## src/rtl/arith_pkg.sv

```systemverilog
// arith_pkg: shared FSM state, mode encodings and parameter check for the serial arithmetic blocks
package arith_pkg;
  typedef enum logic [1:0] {IDLE, RUN, DONE} state_t;
  localparam logic MODE_ADD = 1'b0;
  localparam logic MODE_SUB = 1'b1;
  function automatic bit width_ok(input int width, input int digit);
    return digit > 0 && digit <= width && width % digit == 0;
  endfunction
endpackage

```

## src/rtl/addsub_digit.sv

```systemverilog
// addsub_digit: combinational DIGIT-bit add/subtract slice built from chained 1-bit cells
module addsub_digit #(
  parameter int DIGIT = 2
) (
  input  logic [DIGIT-1:0] a_d,
  input  logic [DIGIT-1:0] b_d,
  input  logic             c_in,
  input  logic             mode,
  output logic [DIGIT-1:0] s_d,
  output logic             c_out,
  output logic             c_msb_in
);
  logic [DIGIT:0] w_c;
  assign w_c[0] = c_in;
  for (genvar i = 0; i < DIGIT; i++) begin : g_cell
    logic w_ai;
    // inverting a turns the majority carry into the subtractor borrow
    assign w_ai       = a_d[i] ^ mode;
    assign s_d[i]     = a_d[i] ^ b_d[i] ^ w_c[i];
    assign w_c[i+1]   = (w_ai & b_d[i]) | (w_ai & w_c[i]) | (b_d[i] & w_c[i]);
  end
  assign c_out    = w_c[DIGIT];
  assign c_msb_in = w_c[DIGIT-1];
endmodule

```

## src/rtl/digit_serial_addsub.sv

```systemverilog
// digit_serial_addsub: WIDTH-bit add/subtract processed DIGIT bits per clock with start/done handshake
module digit_serial_addsub
  import arith_pkg::*;
#(
  parameter int WIDTH = 8,
  parameter int DIGIT = 2
) (
  input  logic             clk,
  input  logic             rst_n,
  input  logic             start,
  input  logic             mode,
  input  logic [WIDTH-1:0] a,
  input  logic [WIDTH-1:0] b,
  input  logic             cin,
  output logic             busy,
  output logic             done,
  output logic [WIDTH-1:0] result,
  output logic             cout,
  output logic             ovf
);
  localparam int N  = WIDTH / DIGIT;
  localparam int CW = N > 1 ? $clog2(N) : 1;
  if (!width_ok(WIDTH, DIGIT)) begin : g_bad_param
    $error("digit_serial_addsub: WIDTH must be a positive multiple of DIGIT");
  end
  state_t           r_state;
  logic [CW-1:0]    r_cnt;
  logic [WIDTH-1:0] r_a, r_b, r_acc;
  logic             r_mode, r_c;
  logic [DIGIT-1:0] w_s;
  logic             w_c, w_cmsb, w_last;
  logic [WIDTH-1:0] w_acc_next;
  logic [DIGIT-1:0] w_unused_drop;
  addsub_digit #(.DIGIT(DIGIT)) u_digit (
    .a_d(r_a[DIGIT-1:0]), .b_d(r_b[DIGIT-1:0]), .c_in(r_c), .mode(r_mode),
    .s_d(w_s), .c_out(w_c), .c_msb_in(w_cmsb)
  );
  // result digits enter at the top, so the first digit ends up in the LSBs after N shifts
  assign {w_acc_next, w_unused_drop} = {w_s, r_acc};
  assign w_last = r_cnt == CW'(N - 1);
  always_ff @(posedge clk or negedge rst_n) begin
    if (!rst_n) begin
      r_state <= IDLE;
      r_cnt   <= '0;
      r_a     <= '0;
      r_b     <= '0;
      r_acc   <= '0;
      r_mode  <= 1'b0;
      r_c     <= 1'b0;
      busy    <= 1'b0;
      done    <= 1'b0;
      result  <= '0;
      cout    <= 1'b0;
      ovf     <= 1'b0;
    end else begin
      case (r_state)
        RUN: begin
          r_a   <= r_a >> DIGIT;
          r_b   <= r_b >> DIGIT;
          r_acc <= w_acc_next;
          r_c   <= w_c;
          r_cnt <= r_cnt + 1'b1;
          if (w_last) begin
            r_state <= DONE;
            busy    <= 1'b0;
            done    <= 1'b1;
            result  <= w_acc_next;
            cout    <= w_c;
            ovf     <= w_cmsb ^ w_c;
          end
        end
        default: begin
          done    <= 1'b0;
          r_state <= start ? RUN : IDLE;
          busy    <= start;
          if (start) begin
            r_a    <= a;
            r_b    <= b;
            r_mode <= mode;
            r_c    <= cin;
            r_cnt  <= '0;
          end
        end
      endcase
    end
  end
endmodule
```

## config.mk

```make
export PLATFORM = sky130hd
export DESIGN_NAME = digit_serial_addsub
export DESIGN_NICKNAME = d
export VERILOG_FILES = /design/src/rtl/arith_pkg.sv /design/src/rtl/addsub_digit.sv /design/src/rtl/digit_serial_addsub.sv
export SDC_FILE = /design/constraint.sdc
export NUM_CORES = 1
export LEC_CHECK = 0
export CORE_ASPECT_RATIO = 0.6
export CORE_MARGIN = 5
export CORE_UTILIZATION = 30
export CTS_BUF_LIST = sky130_fd_sc_hd__clkbuf_8
export DETAILED_ROUTE_END_ITERATION = 12
export GPL_TIMING_DRIVEN = 0
export PLACE_DENSITY = 0.51
export SLEW_MARGIN = 20
export SYNTH_ARGS = -nofsm -noshare
export SYNTH_HDL_FRONTEND = slang
export SYNTH_HIERARCHICAL = 1
export SYNTH_SLANG_ARGS = --single-unit
```

## constraint.sdc

```tcl
create_clock -name clk -period 4 [get_ports clk]
set_clock_uncertainty 0.2 [all_clocks]
set_input_delay 0.8 -clock clk [delete_from_list [all_inputs] [get_ports clk]]
set_output_delay 0.8 -clock clk [all_outputs]
set_load 0.01 [all_outputs]
```

Word-level counts from Yosys, hierarchy flattened
Index checks and enable logic that the tools add are counted.

Bits in registers: 42. Latch bits: 0. Memory bits (writable): 0. Bits in read-only memories: 0. Memories: 0.

$add $sub $neg: 1. Multipliers: 0. Divide/modulo/power cells: 0. Order comparisons: 0. Equality and inequality tests: 3. Shifts and indexed selects: 0. Mux-type cells: 15. Bitwise operators: 18. Reduce and logical (&&, ||, !) cells: 3.

Operators with widths (number): $mux 8 (4); $mux 2 (4); $mux 1 (7); $xor 1x1->1 (7); $and 1x1->1 (6); $or 1x1->1 (4); $reduce_and 2->1 (2); $add 2x1->2 const B (1); $eq 2x1->1 const B (1); $eq 2x2->1 const B (1); $ne 2x2->1 const B (1); $reduce_bool 2->1 (1); $not 1->1 (1).

Logic depth before layout (Yosys ltp)
Gate-level depths: netlist (run 1).

Depth in word-level cells: 8. Depth in mapped cells: 5. Gate-level depth less buffers: 5.

Hierarchy
Netlist (run 1), hierarchy kept.

Modules (own cells, without submodules): digit_serial_addsub (times used 1, cells each 137, area an instance 1630.3 µm², sequential area each 950.9 µm²); addsub_digit (times used 1, cells each 15, area an instance 117.6 µm², sequential area each 0.0 µm²).

Worst setup path after synthesis (run 1)
No wires, ideal clock.

Kind: input -> register. Start: input port start. End: register r_a[3]. Data arrival time: 1.273 ns. Data required time: 3.677 ns. Path slack: 2.403 ns. Stages on the path: 3. Path buffers: 1. Cells stage by stage: buf_2 -> mux2i_1 -> o21ai_1.

Longest elaborated chain between the ends: 1.

Ends and longest elaborated chain: start, declared (RTL line digit_serial_addsub.sv:10) `input logic start,`; $reduce_bool 2->1 (no line); end signal, assigned (RTL line digit_serial_addsub.sv:58) `r_a <= r_a >> DIGIT;`; end, declared (RTL line digit_serial_addsub.sv:28) `logic [WIDTH-1:0] r_a, r_b, r_acc;`.

Every way passes these cells. A chain may end at the register's enable or synchronous reset.

==> results of run 1 <==
[layout make-up]
class                   count  share of cell area (%)
flip-flops and latches     38                    40.9
plain buffers               8                    2.74
repair buffers             33                    14.4
multi-input cells         104                    31.2
clock buffers               6                    3.55
clock inverters             2                    2.58
well taps                  80                    4.30
inverters                   2                   0.323
[cells in the final DEF, fill, tap and decap left out, types with 2 or more instances in the layout]
| master | synthesis | layout |
|---|---|---|
| dfrtp_1 | 38 | 38 |
| nand2_1 | 35 | 35 |
| clkdlybuf4s50_1 | 0 | 31 |
| mux2i_1 | 17 | 17 |
| o21ai_1 | 9 | 9 |
| mux2_4 | 8 | 8 |
| o21ai_0 | 7 | 7 |
| xnor2_1 | 7 | 7 |
| nor2_1 | 6 | 6 |
| clkbuf_8 | 0 | 6 |
| buf_2 | 3 | 4 |
| buf_6 | 3 | 3 |
| nand2b_1 | 3 | 3 |
| buf_4 | 2 | 2 |
| inv_1 | 2 | 2 |
| mux2_2 | 2 | 2 |
| bufinv_16 | 0 | 2 |
[cells by family (layout without fill, tap and decap cells)]
group / after synthesis / after routing / share of synthesized area [%]
AND/OR/NAND/NOR: 48 / 48 / 12.2
flip-flops: 38 / 38 / 54.4
multiplexers: 27 / 27 / 17.9
AO/OA/AOI/OAI: 20 / 20 / 6.51
buffers and inverters: 10 / 51 / 4.08
XOR/XNOR: 7 / 7 / 3.51
adder cells (fa/ha/maj): 2 / 2 / 1.36
[state kept, by name, summed over array words and instances, names as in the netlist]
register / count
cout: 1
ovf: 1
r_a: 8
r_acc: 6
r_b: 8
r_c: 1
r_cnt: 2
r_mode: 1
r_state: 2
result: 8
[final timing paths]
| check | slack [ps] | end | start |
|---|---|---|---|
| min reg2reg | 280 | r_acc[2] | r_acc[2] |
| min | 140 | result[2] | rst_n |
| max in group asynchronous | 3040 | r_a[5] | rst_n |
| max reg2reg | 2300 | ovf | r_mode |
| min in group clk | 280 | r_acc[2] | r_acc[2] |
| max | 1720 | busy | r_state[0] |
[per-layer routing]
metal	up-vias	part of all wire, %
met5	-	0
met4	0	1.8
met3	8	6.1
met2	27	42
met1	548	51
li1	583	-
[power groups by stage]
stage	sequential [mW]	combinational, mW	clock (mW)
CTS	0.678	0.782	0.415
global placement	0.676	0.756	0
floorplan	0.679	0.508	0
global route	0.701	0.852	0.433
finish	0.676	0.766	0.405
detailed placement	0.686	0.779	0
==> impl_metrics.json, run 1 <==
{
  "avgRoutedWirePerCell_um": 13.7,
  "dpl-instance-area_um2": 2180,
  "antenna_found_initial": 0,
  "grt_remaining_overflow": 0,
  "hold_viol": 0,
  "cts_sinks": 38,
  "syn_nets": 174,
  "synth_edf_count": 0,
  "ys_ff_latch": 38,
  "cts_made_buffers": 5,
  "die_x_um": 109,
  "status": "completed",
  "hold_buffers": 0,
  "drc_errors": 0,
  "crit_fanout": 4,
  "slew_viol_final": 0,
  "grt_pass1_wl_um": 6360,
  "synth.most_common_cell": "dfrtp_1",
  "maxCapViolCount": 0,
  "setup_viol": 0,
  "synth_common_cells": "dfrtp_1 (38), nand2_1 (35), mux2i_1 (17), o21ai_1 (9), mux2_4 (8)",
  "multiInputGateArea_um2": 726,
  "clk_latency_ps": 290,
  "p_clk_share_pct": 21.9,
  "viasPerCell": 4.27,
  "busiest_layer": "met2",
  "cp.required_ps": 3000,
  "nFillCells": 552,
  "intPower_mw": 1.23,
  "place_inst": 265,
  "max-vdd-ir-drop_mv": 0.205,
  "syn_inst": 152,
  "drtPass1Iterations": 4,
  "min_period_ps": 2280,
  "ctsResizeCount": 0,
  "num_antenna_cells": 0,
  "max_stage_delay_ps": 570,
  "path_cells": "clkdlybuf4s50_1",
  "grtUsageMet2_pct": 15.4,
  "p_comb_share_pct": 41.5,
  "leakage_nw": 1.08,
  "place_ws_ps": 1750,
  "fmax_ghz": 0.438,
  "rsz0062_at_grt": "no",
  "io_buffers": 32,
  "cts_setup_buffers": 0,
  "rr_worst_depth": 5,
  "post-route-util_pct": 41.4,
  "fin_crit_sh_pct": 57.1,
  "yosysWarnings": 6,
  "tns_ps": 0,
  "power_frac_seq_pct": 36.6,
  "routed_wl_um": 3750,
  "ys_async_sr_fraction_pct": 100,
  "p_sw_share_pct": 33.5,
  "area_growth_pct": 33.1,
  "start_kind": "register",
  "max_slew_margin_pct": 81.9,
  "crit_cells": 1,
  "grt_usage_pct": 11.1,
  "first_iter_violations": 25,
  "cts_tree": "built",
  "critical_path_arrival_ps": 1280,
  "grt_pass1_vias": 1283,
  "tightest_slew_ps": 272,
  "fp-row-count": 21,
  "crit_family": "buffers and inverters",
  "netlist_area_um2": 1750,
  "ant_nets": 0,
  "clk_path_buf_depth": 2,
  "worstHoldPathType": "in2async",
  "syn_avg_cell_area_um2": 11.5,
  "stdcell_area_um2": 2330,
  "num_vias": 1166,
  "yosysTopAreaCell": "dfrtp_1",
  "use_met3_pct": 4.38,
  "slowest_stage": "clkdlybuf4s50_1",
  "synth_ff_type": "dfrtp_1",
  "initial_core_util_pct": 31.1,
  "io_pins": 33,
  "path_class": "reg2out",
  "hpwlAfterDp_um": 2750,
  "seq_area_frac_synth_pct": 54.4,
  "gp_congestion": 0.733,
  "yosys-top-cells-area": "dfrtp_1 (54%), mux2i_1 (9.7%), nand2_1 (7.5%)",
  "synth_top_area_share_pct": 54.4,
  "synth_cell_types": 24,
  "core-area_um2": 5620,
  "powerDensity_nw_per_um2": 794,
  "cts_root_buf": "clkbuf_8",
  "ff_latch_area_um2": 951,
  "fin_ws_ps": 1720,
  "die_area_um2": 7500,
  "timing.hold.ws_ps": 136,
  "end_kind": "output port",
  "cp.buffers_inverters": 1,
  "die_h_um": 69.1,
  "total_power_mw": 1.85,
  "p_sw_mw": 0.618,
  "met1_usage_pct": 15.2,
  "clk_pin_slew_ps": 80,
  "num-nets-final": 214,
  "instances_no_fill": 273,
  "drive_above_1_share_pct": 17.6,
  "htreeDepth": 2,
  "grt_max_degree": 33
}
Power figures use the tool's default switching activity.
==> run 2: changes to the inputs <==
- clock period: 4 -> 2.3 ns (I/O delays scaled with it)
==> run 2 against run 1 <==
Sequential power is 75% higher. Total power is 74% higher. Wire length hardly changed. First-iteration DRC count is 8.0% higher. Cell count is 0.37% higher. Clock-buffer cell count stayed put. Die area stayed put. Highest routed layer unchanged.
==> impl_metrics.json, run 2 (synthesis results as in run 1) <==
{
  "status": "completed",
  "htreeDepth": 2,
  "post-route-util_pct": 41.5,
  "p_clk_share_pct": 21.9,
  "max_stage_delay_ps": 570,
  "cp.buffers_inverters": 1,
  "p_comb_share_pct": 41.5,
  "tns_ps": 0,
  "grt_pass1_vias": 1286,
  "initial_core_util_pct": 31.1,
  "drive_above_1_share_pct": 17.5,
  "min_period_ps": 1940,
  "first_iter_violations": 27,
  "path_cells": "clkdlybuf4s50_1",
  "nFillCells": 551,
  "area_growth_pct": 33.6,
  "core-area_um2": 5620,
  "place_ws_ps": 389,
  "layout_commonest_cell": "dfrtp_1",
  "hold_path_end": "r_acc[2]",
  "fmax_ghz": 0.515,
  "grt_pass1_wl_um": 6380,
  "grt_usage_pct": 11.1,
  "hpwlAfterDp_um": 2750,
  "powerDensity_nw_per_um2": 1380,
  "p_sw_mw": 1.07,
  "routed_wl_um": 3750,
  "crit_fanout": 4,
  "fp-row-count": 21,
  "crit_family": "buffers and inverters",
  "cts_setup_buffers": 0,
  "cts_root_buf": "clkbuf_8",
  "antenna_found_initial": 0,
  "critical_path_arrival_ps": 1280,
  "clk_pin_slew_ps": 80,
  "p_sw_share_pct": 33.4,
  "worstHoldPathType": "reg2reg",
  "cts_made_buffers": 5,
  "drc_errors": 0,
  "cts_sinks": 38,
  "dpl-instance-area_um2": 2180,
  "cts_tree": "built",
  "setup_viol": 0,
  "leakage_nw": 1.09,
  "hold_depth": 2,
  "intPower_mw": 2.14,
  "max_slew_margin_pct": 81.9,
  "timing.rr.start": "r_mode",
  "avgRoutedWirePerCell_um": 13.7,
  "end_kind": "output port",
  "num_vias": 1170,
  "rsz0062_at_grt": "no",
  "ctsResizeCount": 0,
  "path_class": "reg2out",
  "cp.required_ps": 1640,
  "rr_worst_depth": 5,
  "stdcell_area_um2": 2340,
  "viasPerCell": 4.27,
  "ant_nets": 0,
  "grt_max_degree": 33,
  "tightest_slew_ps": 272,
  "die_h_um": 69.1,
  "io_buffers": 32,
  "io_pins": 33,
  "maxCapViolCount": 0,
  "gp_congestion": 0.733,
  "hold_viol": 0,
  "clk_path_buf_depth": 2,
  "grt_remaining_overflow": 0,
  "r2r_end": "ovf",
  "die_x_um": 109,
  "drtPass1Iterations": 4,
  "fin_ws_ps": 358,
  "power_frac_seq_pct": 36.6,
  "num-nets-final": 215,
  "slowest_stage": "clkdlybuf4s50_1",
  "fin_crit_sh_pct": 84.4,
  "clk_latency_ps": 290,
  "holdCritStartpoint": "r_acc[2]",
  "die_area_um2": 7500,
  "start_kind": "register",
  "slew_viol_final": 0,
  "num_antenna_cells": 0,
  "regToRegSetupSlack_ps": 600,
  "layout_common_cells": "dfrtp_1 (38), nand2_1 (35), clkdlybuf4s50_1 (31), mux2i_1 (17), o21ai_1 (9)",
  "max-vdd-ir-drop_mv": 0.356,
  "largestRegisters": "r_a x8, r_b x8, result x8"
}
run 2: power by group through the flow:
stage / Sequential, mW / Combinational [mW] / Clock, mW
after floorplan: 1.18 / 0.883 / 0
after global placement: 1.18 / 1.31 / 0
after detailed placement: 1.19 / 1.35 / 0
after CTS: 1.18 / 1.36 / 0.722
after global routing: 1.22 / 1.48 / 0.752
final: 1.18 / 1.33 / 0.704
run 2: area by class of cell:
| type | count | area, um2 | share of cell area, % |
|---|---|---|---|
| flip-flops and latches | 38 | 951 | 40.7 |
| multi-input cells | 104 | 726 | 31.1 |
| repair buffers | 34 | 345 | 14.8 |
| well taps | 80 | 100 | 4.28 |
| clock buffers | 6 | 82.6 | 3.54 |
| plain buffers | 8 | 63.8 | 2.73 |
| clock inverters | 2 | 60.1 | 2.57 |
| inverters | 2 | 7.51 | 0.321 |
run 2: per-stage QoR:
step                power [mW]  hold WS [ps]  cells
finish                    3.21           282    274
global route              3.46           320    274
CTS                       3.26           292    274
detailed placement        2.55           114    265
global placement          2.49           264    264
floorplan                 2.06         -35.6    152
run 2: worst max path at each step:
| stage | from | end | slack [ps] | depth (start not counted) |
|---|---|---|---|---|
| after floorplan | r_mode | ovf | 780 | 5 |
| after global placement | rst_n | r_b[4] | -320 | 1 |
| after detailed placement | start | r_a[4] | 390 | 4 |
| after CTS | r_state[0] | busy | 330 | 1 |
| after global routing | r_state[0] | busy | 300 | 1 |
| final | r_state[0] | busy | 360 | 1 |
run 2: layer usage:
metal | vias to the layer above | GRT usage [%] | wire length, um
met2 | 27 | 15.4 | 1560
li1 | 585 | - | -
met3 | 8 | 4.38 | 227
met5 | - | 0 | 0
met4 | 0 | 4.62 | 66
met1 | 550 | 15.2 | 1900
run 2: timing repair:
item,CTS,global route
setup endpoints to repair,0,0
hold buffers,1,0
hold endpoints to repair,6,0
==> run 3: changes to the inputs <==
- clock period: 2.3 -> 1.8 ns (I/O delays scaled with it)
==> run 3 against run 2 <==
Register-to-register slack worse by 460 ps. Global-route usage hardly changed. Worst setup slack worse by 300 ps. Critical path depth stayed put. Wire length hardly changed. Cell area is 1.3% higher. Sequential power is 26% higher. Utilization is 0.53 points higher. Sequential share of layout area is 0.52 points lower. First-iteration DRC count is 3.7% lower. Sequential cell count stayed put. Combinational power is 30% higher. Critical path type unchanged. Critical endpoint unchanged. Largest cell class unchanged.
==> impl_metrics.json, run 3 (synthesis results as in run 1) <==
{
  "status": "completed",
  "timing.rr.start": "r_mode",
  "fin_crit_sh_pct": 96.8,
  "layout_common_cells": "dfrtp_1 (38), nand2_1 (35), clkdlybuf4s50_1 (25), mux2i_1 (17), o21ai_1 (9)",
  "start_kind": "register",
  "grt_remaining_overflow": 0,
  "crit_family": "buffers and inverters",
  "grt_usage_pct": 11.1,
  "cts_made_buffers": 5,
  "path_cells": "clkdlybuf4s50_1",
  "routed_wl_um": 3750,
  "regToRegSetupSlack_ps": 140,
  "largestRegisters": "r_a x8, r_b x8, result x8",
  "io_buffers": 32,
  "fin_ws_ps": 57.5,
  "hold_viol": 0,
  "path_class": "reg2out",
  "tns_ps": 0,
  "worstHoldPathType": "in2async",
  "num-nets-final": 216,
  "die_area_um2": 7500,
  "fp-row-count": 21,
  "initial_core_util_pct": 31.1,
  "min_period_ps": 1740,
  "r2r_end": "ovf",
  "drc_errors": 0,
  "powerDensity_nw_per_um2": 1740,
  "max-vdd-ir-drop_mv": 0.451,
  "cts_sinks": 38,
  "cts_tree": "built",
  "tightest_slew_ps": 272,
  "grt_pass1_wl_um": 6390,
  "rr_worst_depth": 5,
  "clk_latency_ps": 290,
  "nFillCells": 550,
  "slew_viol_final": 0,
  "avgRoutedWirePerCell_um": 13.6,
  "num_antenna_cells": 0,
  "htreeDepth": 2,
  "grt_max_degree": 33,
  "area_growth_pct": 35.4,
  "cp.buffers_inverters": 1,
  "setup_viol": 0,
  "end_kind": "output port",
  "place_ws_ps": -11.3,
  "grt_pass1_vias": 1293,
  "gp_congestion": 0.733,
  "drive_above_1_share_pct": 17.9,
  "ant_nets": 0,
  "leakage_nw": 1.17,
  "max_stage_delay_ps": 540,
  "hpwlAfterDp_um": 2750,
  "crit_fanout": 2,
  "maxCapViolCount": 0,
  "die_h_um": 69.1,
  "max_slew_margin_pct": 81.9,
  "cp.required_ps": 1240,
  "clk_path_buf_depth": 2,
  "slowest_stage": "clkdlybuf4s50_1",
  "viasPerCell": 4.27,
  "num_vias": 1175,
  "cts_root_buf": "clkbuf_8",
  "die_x_um": 109,
  "layout_commonest_cell": "dfrtp_1",
  "first_iter_violations": 26,
  "antenna_found_initial": 0,
  "ff_latch_area_um2": 951,
  "rsz0062_at_grt": "no",
  "clk_pin_slew_ps": 80,
  "critical_path_arrival_ps": 1180,
  "core-area_um2": 5620,
  "multiInputGateArea_um2": 733,
  "drtPass1Iterations": 4,
  "io_pins": 33,
  "fmax_ghz": 0.574
}
-- run 3: cell types whose count changed in the layout (fill, tap and decap cells not counted), sizes merged --
| cell | delta |
|---|---|
| buf | +1 |
| clkdlybuf4s50 | -6 |
| dlymetal6s2s | +6 |
-- run 3: worst max path at each step --
| stage | from | end | slack [ps] | depth (start not counted) |
|---|---|---|---|---|
| 2_1_floorplan | r_mode | ovf | 280 | 5 |
| 3_3_place_gp | rst_n | r_b[4] | -720 | 1 |
| 3_5_place_dp | start | r_a[4] | -10 | 4 |
| 4_1_cts | r_state[1] | done | 20 | 1 |
| 5_1_grt | result[2] | result[2] | 2 | 1 |
| 6_report | r_state[0] | busy | 60 | 1 |
-- run 3: repair_timing --
| item | CTS | global route |
|---|---|---|
| setup endpoints to repair | 1 | 7 |
| pin swaps | 0 | 0 |
| hold buffers | 1 | 0 |
| buffers inserted | 1 | 0 |
| hold endpoints to repair | 38 | 0 |
| resized for setup | 0 | 7 |
-- run 3: power by group --
group	internal, mW	switching [mW]
clock	0.591	0.309
sequential	1.23	0.265
combinational	0.921	0.812
-- run 3: worst reg2reg max path, stage by stage (launching register included) --
cell	delay, ps
dfrtp_1	450
xnor2_1	170
maj3_2	330
a21oi_4	160
xnor2_1	130
o21ai_0	100
-- run 3: per-stage QoR --
stage               utilization, %  cell area, um2  instances  power, mW  hold slack [ps]
detailed placement            38.8            2180        265       3.25             14.1
floorplan                        -            1750        152       2.64             -136
CTS                           41.7            2340        275       4.18              233
finish                        42.1            2370        275       4.12              235
global route                  42.1            2370        275       4.43              243
global placement              38.6            2170        264       3.18              264
-- run 3: area by class of cell --
cell class	instances	area share [%]
inverters	2	0.317
flip-flops and latches	38	40.2
multi-input cells	104	31.0
clock buffers	6	3.49
repair buffers	35	15.5
plain buffers	8	2.70
well taps	80	4.23
clock inverters	2	2.54
-- run 3: layer usage --
layer  share of wire, %  wire length, um  GRT usage [%]
met5                  0                0              0
met4                1.8               66           4.62
met3                6.1              230           4.38
met2                 42             1560           15.5
met1                 50             1890           15.2
